<file path="src/rtl/bit_serial_subtractor.sv">
// bit_serial_subtractor
// Computes diff = a - b one bit per clock, LSB first, as a + ~b + 1 through a
// single full-adder slice with a registered carry.
// start/busy/done handshake. Results stay on the outputs until the next
// operation completes or reset is asserted.
// Optional build macro BIT_SERIAL_ADD_MODE_EN adds an op input (0 = subtract,
// 1 = add). In add mode the borrow output reports the carry-out.
module bit_serial_subtractor #(
    parameter int WIDTH = 32
) (
    input  logic             clk,
    input  logic             rst_n,
`ifdef BIT_SERIAL_ADD_MODE_EN
    input  logic             op,
`endif
    input  logic             start,
    input  logic [WIDTH-1:0] a,
    input  logic [WIDTH-1:0] b,
    output logic             busy,
    output logic             done,
    output logic [WIDTH-1:0] diff,
    output logic             borrow,
    output logic             overflow,
    output logic             zero
);

    localparam int              CNT_W = $clog2(WIDTH) + 1;
    localparam logic [CNT_W-1:0] LAST = CNT_W'(WIDTH - 1);

    typedef enum logic [1:0] {
        IDLE = 2'd0,
        RUN  = 2'd1,
        DONE = 2'd2
    } state_t;

    state_t             state_q;
    state_t             state_d;

    logic [WIDTH-1:0]   shift_a;
    logic [WIDTH-1:0]   shift_b;
    // Sum bits collected so far; the final bit is joined directly when the
    // last slice result is produced, so WIDTH-1 bits of storage suffice.
    logic [WIDTH-2:0]   res_q;
    logic               carry_q;
    logic [CNT_W-1:0]   cnt_q;
    logic               a_msb_q;
    logic               b_msb_q;
    logic               add_q;

    logic               add_sel;
    logic               accept;
    logic               last_bit;
    logic [1:0]         fa_out;
    logic               sum_bit;
    logic               carry_out;
    logic [WIDTH-1:0]   res_next;
    logic               borrow_next;
    logic               ovf_next;

    // One-bit full-adder slice: returns {carry_out, sum}.
    function automatic logic [1:0] full_add(input logic x, input logic y, input logic cin);
        logic s;
        logic c;
        s = x ^ y ^ cin;
        c = (x & y) | (x & cin) | (y & cin);
        return {c, s};
    endfunction

`ifdef BIT_SERIAL_ADD_MODE_EN
    assign add_sel = op;
`else
    assign add_sel = 1'b0;
`endif

    assign accept    = (state_q == IDLE) && start;
    assign last_bit  = (cnt_q == LAST);

    assign fa_out    = full_add(shift_a[0], shift_b[0], carry_q);
    assign sum_bit   = fa_out[0];
    assign carry_out = fa_out[1];
    assign res_next  = {sum_bit, res_q};

    // Subtract reports borrow as the inverted carry; add reports the carry.
    assign borrow_next = add_q ? carry_out : ~carry_out;

    // Signed overflow judged from the captured operand sign bits.
    assign ovf_next = add_q
        ? ((a_msb_q == b_msb_q) && (res_next[WIDTH-1] != a_msb_q))
        : ((a_msb_q != b_msb_q) && (res_next[WIDTH-1] != a_msb_q));

    assign busy = (state_q == RUN);
    assign done = (state_q == DONE);

    // State register.
    always_ff @(posedge clk or negedge rst_n) begin
        if (!rst_n) begin
            state_q <= IDLE;
        end else begin
            state_q <= state_d;
        end
    end

    // Next-state logic: IDLE -> RUN on start, RUN for WIDTH edges, DONE for one cycle.
    always_comb begin
        state_d = state_q;
        unique case (state_q)
            IDLE: if (start) state_d = RUN;
            RUN:  if (last_bit) state_d = DONE;
            DONE: state_d = IDLE;
            default: state_d = IDLE;
        endcase
    end

    // Operand capture and bit-serial datapath: shift operands right, collect sums.
    always_ff @(posedge clk or negedge rst_n) begin
        if (!rst_n) begin
            shift_a <= '0;
            shift_b <= '0;
            res_q   <= '0;
            carry_q <= 1'b0;
            cnt_q   <= '0;
            a_msb_q <= 1'b0;
            b_msb_q <= 1'b0;
            add_q   <= 1'b0;
        end else if (accept) begin
            shift_a <= a;
            shift_b <= add_sel ? b : ~b;
            res_q   <= '0;
            carry_q <= ~add_sel;
            cnt_q   <= '0;
            a_msb_q <= a[WIDTH-1];
            b_msb_q <= b[WIDTH-1];
            add_q   <= add_sel;
        end else if (state_q == RUN) begin
            shift_a <= {1'b0, shift_a[WIDTH-1:1]};
            shift_b <= {1'b0, shift_b[WIDTH-1:1]};
            res_q   <= res_next[WIDTH-1:1];
            carry_q <= carry_out;
            cnt_q   <= cnt_q + 1'b1;
        end
    end

    // Result registers: loaded only on the edge entering DONE, held otherwise.
    always_ff @(posedge clk or negedge rst_n) begin
        if (!rst_n) begin
            diff     <= '0;
            borrow   <= 1'b0;
            overflow <= 1'b0;
            zero     <= 1'b0;
        end else if ((state_q == RUN) && last_bit) begin
            diff     <= res_next;
            borrow   <= borrow_next;
            overflow <= ovf_next;
            zero     <= (res_next == '0);
        end
    end

endmodule

</file>
<file path="config.mk">
export PLATFORM = sky130hd
export DESIGN_NAME = bit_serial_subtractor
export DESIGN_NICKNAME = d
export VERILOG_FILES = /design/src/rtl/bit_serial_subtractor.sv
export SDC_FILE = /design/constraint.sdc
export NUM_CORES = 1
export LEC_CHECK = 0
export CORE_ASPECT_RATIO = 0.8
export CORE_MARGIN = 8
export CORE_UTILIZATION = 40
export CTS_CLUSTER_SIZE = 16
export DETAILED_ROUTE_END_ITERATION = 10
export HOLD_SLACK_MARGIN = 0.08
export PLACE_DENSITY = 0.74
export REMOVE_ABC_BUFFERS = 1
export SETUP_SLACK_MARGIN = 0.4
export SLEW_MARGIN = 20
export SYNTH_ARGS = -nofsm -noshare
export SYNTH_HDL_FRONTEND = slang
export SYNTH_SLANG_ARGS = --single-unit
</file>
<file path="constraint.sdc">
create_clock -name clk -period 2.6 [get_ports clk]
set_clock_uncertainty 0.2 [all_clocks]
set_input_delay 0.52 -clock clk [delete_from_list [all_inputs] [get_ports clk]]
set_output_delay 0.52 -clock clk [all_outputs]
set_load 0.01 [all_outputs]
</file>
==> results.cfg <==
[routing]
dr.max_layer_used = met4
drtPass1Iterations = 6
wl_met2_um = 6790
vias = 4673
wire_per_inst_um = 17.8
vias_per_cell = 5.62
final_antenna_net_count = 0
wl_met3_um = 969
first_iter_violations = 344
wl_um = 14800
drc = 0
met1_length_um = 6970

[sta]
min_period_ns = 2.10
slew_headroom_pct = 36.6
period_share_pct = 80.8
worst_slew_pin_slew_ns = 0.951
fmax_mhz = 476
final-hold-violation-count = 0
rsz0062_at_grt = false
setup_tns_ns = 0
finalSetupViolations = 0
slew_violations = 0

[clock_network]
cts_buffers = 17
insertion_delay_ns = 0.41
cts.path.max_buffers = 2
cts_tree = yes
clockRootBuffer = clkbuf_16
cts_sinks = 141
path_clk_slew_ns = 0.06
htreeDepth = 4

[layout]
syn_to_final_growth_pct = 29.9
seqCellArea_um2 = 3530
finalInstanceArea_um2 = 7920
fin_nets = 699
multi_input_area_um2 = 2330
final_layout_size_suffix_gt1_share_pct = 10.3
diodes = 0
final_cells = 832
fillers = 1254

[worst_setup_path]
rr_worst_depth = 5
worstPathRequired_ns = 1.88
crit_arrival_ns = 1.38
cp-start-kind = flop
cp-end-kind = output port
path_class = reg -> out
critPathMaxFanout = 6

[synth]
synth_edf_count = 0
postSynth.asyncResetShare_pct = 100
synth_area_per_cell_um2 = 11.3
ys_warn_count = 0
synthCells = 538
synth_top_cell_by_area = dfrtp_1
synthTopCellsByArea = dfrtp_1 58%, a22oi_1 12%, o21ai_0 5.1%
ys.flop_type = dfrtp_1
syn_area_um2 = 6100
yosysUniqueCellTypes = 34
yosysSeqAreaShare_pct = 57.9
synth_top_area_share_pct = 57.9
synth-seq-cells = 141

[grt]
grt_pass1_wl_um = 24800
grt_max_degree = 95
grt_pass1_vias = 4833
antenna_found_initial = 0
gr-total-overflow = 0
grt_use_total_pct = 15.6

[floorplan]
boundaryPins = 104
initial_utilization_pct = 40.7
dieWidth_um = 154
rows = 40
die-area_um2 = 19500
fp.dieH_um = 126
core-area_um2 = 15000

[pwr]
leakage_nw = 3.40
power.total_mw = 8.32
power_density_nw_per_um2 = 1050
peakVddDrop_mv = 0.557

[placed_design]
place_area_um2 = 7290
io_buffers = 103
hpwl_um = 9530
gp_congestion = 0.797
dp.cells = 797

[flow_run]
cap_viol_max_count = 0

[min_path]
hold-path-cell-count = 1
hold_class = reg -> reg

[status]
status = finished, final reports clean
## final timing paths
check	from	endpoint	slack (ns)
worst min register to register	diff[27]	diff[27]	0.28
worst max register to register	cnt_q[0]	diff[25]	0.53
worst min-delay path	diff[27]	diff[27]	0.28
max in group asynchronous	rst_n	diff[27]	1.10
worst max-delay path	state_q[1]	busy	0.50
min in group asynchronous	rst_n	diff[23]	0.46
## metal layers
layer	GRT usage [%]	vias up
met5	0	-
met4	3.68	0
met3	5.87	13
met2	24.1	134
met1	20.6	2324
li1	-	2202
## report_power, final
group	switching, mW	internal, mW
Clock	0.955	1.45
Combinational	0.980	1.21
Sequential	0.730	3.00
## logic make-up after synthesis
| kind of cell | Yosys count | synth area share, % |
|---|---|---|
| multiplexers | 37 | 6.79 |
| AND/OR/NAND/NOR | 70 | 5.60 |
| buffers and inverters | 54 | 4.08 |
| flip-flops | 141 | 57.9 |
| AO/OA/AOI/OAI | 233 | 25.0 |
| XOR/XNOR | 1 | 0.144 |
| adder cells (fa/ha/maj) | 2 | 0.534 |
## flip-flops by register name, summed over array words and instances (netlist names)
name      count
b_msb_q       1
res_q        31
a_msb_q       1
shift_b      32
cnt_q         6
zero          1
carry_q       1
borrow        1
state_q       2
diff         32
overflow      1
shift_a      32
## worst max-delay path, cell delays in order, from the launching register on
cell and delay (ns):
dfrtp_2 0.42, nand2b_4 0.18, inv_2 0.07, dlygate4sd2_1 0.30
## cell usage after synthesis, types with 2 or more instances
cell        n
buf_8       2
mux2_2      9
o21ai_0    62
a22o_1     31
nand4_1     2
mux2i_1     2
nor4_1      7
buf_6       2
a22oi_1    94
nor2_1     40
clkbuf_1   35
dfrtp_1   141
buf_2       7
inv_1       7
nand3_1     2
o21ai_1     9
nand2_1    10
mux2_1     26
a21oi_1    35
## metrics by stage
step | hold WS [ns] | setup WS, ns | util [%]
finish | 0.284 | 0.499 | 52.9
global route | 0.305 | 0.386 | 52.9
global placement | 0.267 | 0.499 | 48.7
floorplan | 0.0244 | -0.876 | -
CTS | 0.290 | 0.427 | 52.8
detailed placement | 0.277 | 0.427 | 48.7
## repair_timing
item | CTS | global route
hold buffers | 1 | 0
endpoints found under the hold margin | 62 | 0
endpoints found under the setup margin | 2 | 32
resized for setup | 2 | 5
setup buffers | 2 | 0
## final cells by class
class | instances | share of cell area (%)
Sequential cell | 141 | 44.6
Clock inverter | 12 | 1.74
Inverter | 7 | 0.332
Tap cell | 189 | 2.99
Clock buffer | 20 | 5.64
Timing Repair Buffer | 120 | 15.3
Multi-Input combinational cell | 343 | 29.4
## cell usage in the layout (no fill, tap or decap), drive strengths merged, types with 2 or more instances in the layout
| cell type | count |
|---|---|
| dfrtp | 141 |
| clkdlybuf4s50 | 100 |
| a22oi | 94 |
| o21ai | 71 |
| nor2 | 40 |
| a21oi | 35 |
| mux2 | 35 |
| a22o | 31 |
| clkbuf | 20 |
| buf | 17 |
| nand2 | 10 |
| inv | 10 |
| nor4 | 7 |
| clkinvlp | 5 |
| nand3 | 2 |
| mux2i | 2 |
| nand4 | 2 |
| bufinv | 2 |
| dlygate4sd2 | 2 |
| nand2b | 2 |
| nor4b | 2 |
| clkinv | 2 |
Power figures use the tool's default switching activity.
